<file path="config.mk">
export PLATFORM = sky130hd
export DESIGN_NAME = regfile_wb_arbiter
export DESIGN_NICKNAME = d
export VERILOG_FILES = /design/src/rtl/regfile_wb_arbiter_pkg.sv /design/src/rtl/regfile_wb_arbiter_rr_arbiter2.sv /design/src/rtl/regfile_wb_arbiter.sv
export SDC_FILE = /design/constraint.sdc
export NUM_CORES = 1
export LEC_CHECK = 0
export ABC_AREA = 1
export CAP_MARGIN = 40
export CORE_ASPECT_RATIO = 0.8
export CORE_MARGIN = 5
export CORE_UTILIZATION = 33
export CTS_CLUSTER_SIZE = 12
export DETAILED_ROUTE_END_ITERATION = 6
export HOLD_SLACK_MARGIN = 0.05
export PLACE_DENSITY_LB_ADDON = 0.2
export RECOVER_POWER = 100
export SLEW_MARGIN = 25
export SYNTH_ARGS = -nofsm -noshare
export SYNTH_HDL_FRONTEND = slang
export SYNTH_SLANG_ARGS = --single-unit
</file>
<file path="constraint.sdc">
create_clock -name clock -period 3.7 [get_ports clock]
set_input_delay 0.74 -clock clock [delete_from_list [all_inputs] [get_ports clock]]
set_output_delay 0.74 -clock clock [all_outputs]
set_load 0.02 [all_outputs]
</file>
<file path="src/rtl/regfile_wb_arbiter_pkg.sv">
// Shared constants and types for the regfile writeback arbiter.
package regfile_wb_arbiter_pkg;

    localparam int WB_DATA_W = 32;
    localparam int WB_REG_W  = 5;

    // Round-robin priority pointer: which requester wins a simultaneous request.
    typedef enum logic {
        PRIO_ALU = 1'b0,
        PRIO_MD  = 1'b1
    } prio_e;

    // Bit positions of each requester in the request/grant vectors.
    localparam int REQ_ALU = 0;
    localparam int REQ_MD  = 1;

endpackage

</file>
<file path="src/rtl/regfile_wb_arbiter_rr_arbiter2.sv">
// Two-input round-robin arbiter with its priority register.
module rr_arbiter2
    import regfile_wb_arbiter_pkg::*;
(
    input  logic       clock,
    input  logic       ctrl_reset,
    input  logic [1:0] req,
    output logic [1:0] gnt
);

    prio_e prio_q;
    prio_e prio_d;

    // Grant one requester; after a grant, priority moves to the loser.
    always_comb begin
        gnt    = 2'b00;
        prio_d = prio_q;
        if (ctrl_reset) begin
            prio_d = PRIO_ALU;
        end else begin
            if (req[REQ_ALU] && req[REQ_MD]) begin
                if (prio_q == PRIO_ALU) begin
                    gnt[REQ_ALU] = 1'b1;
                end else begin
                    gnt[REQ_MD] = 1'b1;
                end
            end else begin
                gnt = req;
            end
            if (gnt[REQ_ALU]) begin
                prio_d = PRIO_MD;
            end else if (gnt[REQ_MD]) begin
                prio_d = PRIO_ALU;
            end
        end
    end

    // Priority pointer register, ALU favoured out of reset.
    always_ff @(posedge clock) begin
        if (ctrl_reset) begin
            prio_q <= PRIO_ALU;
        end else begin
            prio_q <= prio_d;
        end
    end

endmodule

</file>
<file path="src/rtl/regfile_wb_arbiter.sv">
// Shares the regfile write port between the ALU and multdiv writeback paths.
module regfile_wb_arbiter
    import regfile_wb_arbiter_pkg::*;
#(
    parameter int DATA_W  = WB_DATA_W,
    parameter int REG_W   = WB_REG_W,
    parameter int DROP_R0 = 1
) (
    input  logic              clock,
    input  logic              ctrl_reset,
    input  logic              alu_valid,
    input  logic [REG_W-1:0]  alu_reg,
    input  logic [DATA_W-1:0] alu_data,
    output logic              alu_ready,
    input  logic              md_valid,
    input  logic [REG_W-1:0]  md_reg,
    input  logic [DATA_W-1:0] md_data,
    output logic              md_ready,
    output logic              ctrl_writeEnable,
    output logic [REG_W-1:0]  ctrl_writeReg,
    output logic [DATA_W-1:0] data_writeReg,
    output logic              byp_valid,
    output logic [REG_W-1:0]  byp_reg,
    output logic [DATA_W-1:0] byp_data,
    output logic [15:0]       conflict_cnt
);

    logic [1:0]        gnt;
    logic [1:0]        req;
    logic              grant_any;
    logic [REG_W-1:0]  sel_reg;
    logic [DATA_W-1:0] sel_data;

    logic              write_en_q;
    logic              write_en_d;
    logic [REG_W-1:0]  write_reg_q;
    logic [REG_W-1:0]  write_reg_d;
    logic [DATA_W-1:0] write_data_q;
    logic [DATA_W-1:0] write_data_d;
    logic [15:0]       conflict_cnt_q;
    logic [15:0]       conflict_cnt_d;

    assign req[REQ_ALU] = alu_valid;
    assign req[REQ_MD]  = md_valid;

    rr_arbiter2 u_arb (
        .clock      (clock),
        .ctrl_reset (ctrl_reset),
        .req        (req),
        .gnt        (gnt)
    );

    // Select the winning write and compute the next output register and counter.
    always_comb begin
        grant_any    = gnt[REQ_ALU] | gnt[REQ_MD];
        sel_reg      = gnt[REQ_MD] ? md_reg : alu_reg;
        sel_data     = gnt[REQ_MD] ? md_data : alu_data;
        write_en_d   = grant_any && !((DROP_R0 != 0) && (sel_reg == '0));
        write_reg_d  = grant_any ? sel_reg : write_reg_q;
        write_data_d = grant_any ? sel_data : write_data_q;
        conflict_cnt_d = conflict_cnt_q;
        if (alu_valid && md_valid && (conflict_cnt_q != 16'hFFFF)) begin
            conflict_cnt_d = conflict_cnt_q + 16'd1;
        end
    end

    // Output write register and conflict counter.
    always_ff @(posedge clock) begin
        if (ctrl_reset) begin
            write_en_q     <= 1'b0;
            write_reg_q    <= '0;
            write_data_q   <= '0;
            conflict_cnt_q <= '0;
        end else begin
            write_en_q     <= write_en_d;
            write_reg_q    <= write_reg_d;
            write_data_q   <= write_data_d;
            conflict_cnt_q <= conflict_cnt_d;
        end
    end

    // Reset kills a write already latched so it never commits during reset.
    always_comb begin
        alu_ready        = gnt[REQ_ALU];
        md_ready         = gnt[REQ_MD];
        ctrl_writeEnable = write_en_q && !ctrl_reset;
        ctrl_writeReg    = write_reg_q;
        data_writeReg    = write_data_q;
        byp_valid        = ctrl_writeEnable;
        byp_reg          = write_reg_q;
        byp_data         = write_data_q;
        conflict_cnt     = conflict_cnt_q;
    end

endmodule

</file>
Word level (Yosys, flattened, before mapping)
Cells that the tools add are included.
{"block": "op_classes", "reduce_logical": 8, "n_bitwise": 1, "mux": 9, "n_addsub": 1, "n_eq_ne": 1}
{"operator": "$mux W32", "count": 1}
{"operator": "$add A16 B1 Y16 const B", "count": 1}
{"operator": "$ne A16 B16 Y1 const B", "count": 1}
{"operator": "$mux W2", "count": 3}
{"operator": "$logic_not A5 Y1", "count": 1}
{"operator": "$mux W5", "count": 1}
{"operator": "$logic_and A1 B1 Y1", "count": 4}
{"operator": "$mux W1", "count": 4}
{"operator": "$logic_not A1 Y1", "count": 2}
{"operator": "$reduce_bool A2 Y1", "count": 1}
{"operator": "$or A1 B1 Y1", "count": 1}
{"block": "word_totals", "reg_bits": 55, "word_cells": 25, "inputBits": 78, "out_inout_bits": 94}

Longest topological paths before layout
{"block": "logic_depth", "ltp_word": 8, "depth_mapped": 11, "ltp_nobuf": 10}

Cells and area by module
From an unflattened synthesis, not the netlist that was laid out.
{"block": "unflattened", "cells_unflattened": 478, "hier_area_um2": 3105.5}
{"mod": "regfile_wb_arbiter", "seq_area_each_um2": 1081.0, "n_inst": 1, "area_per_inst_um2": 3047.9, "cells_per_inst": 467}
{"mod": "rr_arbiter2", "seq_area_each_um2": 20.0, "n_inst": 1, "area_per_inst_um2": 57.6, "cells_per_inst": 11}

Worst setup path after synthesis
Ideal clock, no wire load.
{"block": "synth_timing", "path_kind": "input to output", "from": "in ctrl_reset", "to": "out ctrl_writeEnable", "required_time_ps": 2960, "path_slack_ps": 1239, "arrival_ps": 1721, "cell_stages": 4, "path_buffers": 3, "cell_sequence": "buf_6 > clkbuf_1 > nor2_1 > buf_4"}
{"block": "synth_via", "elab_chain_cells": 2}
{"element": "start: declaration", "line": "regfile_wb_arbiter.sv:10", "rtl": "input logic ctrl_reset,"}
{"element": "$logic_not A1 Y1", "line": "regfile_wb_arbiter.sv:86", "rtl": "ctrl_writeEnable = write_en_q && !ctrl_reset;"}
{"element": "$logic_and A1 B1 Y1", "line": "regfile_wb_arbiter.sv:86"}
{"element": "end: declaration", "line": "regfile_wb_arbiter.sv:19", "rtl": "output logic ctrl_writeEnable,"}
Every way passes these cells.

Worst setup path in the final report
{"block": "layout_timing", "from": "in ctrl_reset", "to": "out alu_ready"}
{"block": "layout_via", "elab_chain_cells": 1}
{"element": "$mux W2", "line": "regfile_wb_arbiter_rr_arbiter2.sv:18", "rtl": "if (ctrl_reset) begin"}
{"element": "end: declaration", "line": "regfile_wb_arbiter.sv:14", "rtl": "output logic alu_ready,"}
Every way passes these cells.

==> results.md <==
* Outcome: complete, but fails checks
* Failing checks: capacitance limit, slew limit
* Startpoint Class: input port
* CTS Root Cell: clkbuf_16
* Setup Fix Bufs, Post-CTS at 0
* First-pass GRT wire length at about 15000 um
* WL met1 at 3849 um
* Syn Std Cell Area at around 0.003 mm2
* Layout cells sized above 1 at under 10%
* Crit end category: output port
* Port bufs at 171
* Max reg flops at 32
* DRC at 0
* Tmin final at approximately 3200 ps
* Area growth, synth to finish at 52.78%
* Clock Tree Buf Depth at 2
* Slew Viols, Final at 42
* Number of global-route vias before repair at 3007
* Detailed placement HPWL at around 7000 um
* Max Cap Viol at 1
* Per-cell routed wire length at between 10 and 15 um
* Worst Max-Slew Pin Slew at 1603 ps
* Die span in x at about 120 um
* Syn Nets at 500
* Fin area at ~0.0046 mm2
* Antenna viol nets, final at 0
* IO Pins at roughly 170
* PD cells at around 340 mW/mm2
* Commonest non-fill, non-tap cell in the layout: nand2_1
* DIE AREA at roughly 0.011 mm2
* Hold_buf cts at 0
* Routed met2 length at between 4000 and 5000 um
* Setup TNS at 0 ps
* Top Metal Used: met4
* RSZ-0062 raised after global routing: false
* Initial Util at 33.45%
* Most frequent cells in the layout: 134 x nand2_1, 96 x dlygate4sd3_1, 75 x clkdlybuf4s50_1, 55 x dfxtp_1, 46 x o21ai_0
* Row Count at 31
* Synth Register Bits at 55
* Placed cells at between 600 and 700
* CP Data Arrival Time at 2470 ps
* Setup violators final at 0
* Post-CTS sizing at 0
* Ant. Diodes at 0
* Library cells used by synthesis at 26
* Synthesized area per cell at a little over 7 um2
* Synthesized instance count at 421
* CTS tree: yes
* DRT iter0 DRCs at 180
* Post-DP Area at roughly 0.0045 mm2
* Initial antenna violation count at 0
* Fin Clk Skew at 5.693 ps
* Min-Delay Path Class: flop to flop
* Nets at 621
* Gpl congestion at ~0.85
* Peak VDD IR at between 150 and 200 uV
* Number of iterations in the first detailed-routing pass at 5
* Finished Layout Cells at approximately 660
* DR vias at 3080
* Clock slew seen by the registers of the worst setup and hold paths at around 70 ps
* Final Util at between 50% and 60%
* Leak pwr at 1.942 nW
* CP Max Fanout at 7
* Via density at about 4.7
* Hold_ws at 489.3 ps
* Final Cycle Share at approximately 87%
* Seq/Total Area, Yosys at a little under two fifths
* Overflow after GRT at 0
* Sink Count at 55
* Total track usage at between 10% and 20%
* Met3 wire len at 735 um
* Critical path type: input port to output port
* Die H at between 90 and 100 um
* FMAX at 0.3120 GHz
* Core Box Area at around 0.009 mm2
* Final wirelength at roughly 9000 um
* Max_slew headroom at -6.867%
* Required time of the critical path at a little under 3000 ps
* YS warnings at 0
* Hold Violations, Final at 0
* Htree depth at 2
* Cts bufs inserted at 5
* Worst-Skew Late Latency at 290 ps
* Pin count of the biggest net entering global routing at 62
==> synthesized netlist by cell type <==
master | count | share of area [%]
nand4_1 | 4 | 0.83
inv_2 | 2 | 0.25
inv_1 | 17 | 2.1
xnor2_1 | 4 | 1.2
buf_6 | 3 | 1.1
clkbuf_1 | 9 | 1.1
nand3_2 | 1 | 0.33
o21ai_0 | 46 | 7.7
nor2_4 | 4 | 1.5
buf_2 | 7 | 1.2
nand3_1 | 4 | 0.67
xor2_1 | 2 | 0.58
nor2_2 | 1 | 0.21
nand2_1 | 135 | 17
or2_1 | 2 | 0.42
o21ai_4 | 1 | 0.54
or2_0 | 1 | 0.21
a21oi_2 | 10 | 2.9
dfxtp_1 | 55 | 37
a21oi_1 | 7 | 1.2
nor2_1 | 24 | 3.0
buf_4 | 43 | 11
a31oi_1 | 34 | 7.1
nand2_2 | 3 | 0.63
ha_1 | 1 | 0.42
nand2_4 | 1 | 0.38
==> final timing paths <==
kind / startpoint / slack, ps / to / cells after the start
setup / recovery: ctrl_reset / 490 / alu_ready / 5
hold / removal: u_arb.prio_q / 490 / u_arb.prio_q / 1
setup reg to reg: conflict_cnt[0] / 1560 / conflict_cnt[8] / 10
hold reg to reg: u_arb.prio_q / 490 / u_arb.prio_q / 1
==> where the power goes <==
part	internal [W]	switching, W
logic	0.000206	0.000222
registers	0.000634	0.0000295
clock network	0.000251	0.000207
total	0.00109	0.000458
==> stage by stage <==
| stage | power (W) | worst slack, ps |
|---|---|---|
| global placement | 0.001138 | 652.8 |
| global route | 0.001639 | 378.6 |
| floorplan | 0.0009341 | 1239 |
| CTS | 0.001609 | 654.7 |
| finish | 0.001550 | 494.8 |
| detailed placement | 0.001143 | 605.9 |
==> kinds of logic (layout without fill, tap and decap cells) <==
family | after synthesis | count (layout) | share of synthesized area, %
buf+inv | 81 | 203 | 16.58
xor+xnor | 6 | 6 | 1.754
compound gates | 98 | 98 | 19.42
fa+ha+maj | 1 | 1 | 0.4175
flops | 55 | 55 | 36.74
simple gates | 180 | 180 | 25.09
==> final cells by class <==
cell class	instances	area, um2
Clock buffer	7	132.6
Sequential cell	55	1101
Multi-Input combinational cell	285	1379
Timing Repair Buffer	176	1745
Tap cell	115	143.9
Fill cell	892	4382
Clock inverter	1	5.005
Inverter	19	71.32
==> critical path, cell delays in order <==
cell	delay [ps]
dlygate4sd3_1	740
clkinv_1	140
nand3_1	140
inv_1	40
dlygate4sd3_1	660
==> per-layer routing <==
metal,GRT usage [%],up-vias
li1,-,1581
met1,19.73,1402
met2,29.95,92
met3,5.393,5
met4,2.865,0
met5,0,-
Power figures use the tool's default switching activity.
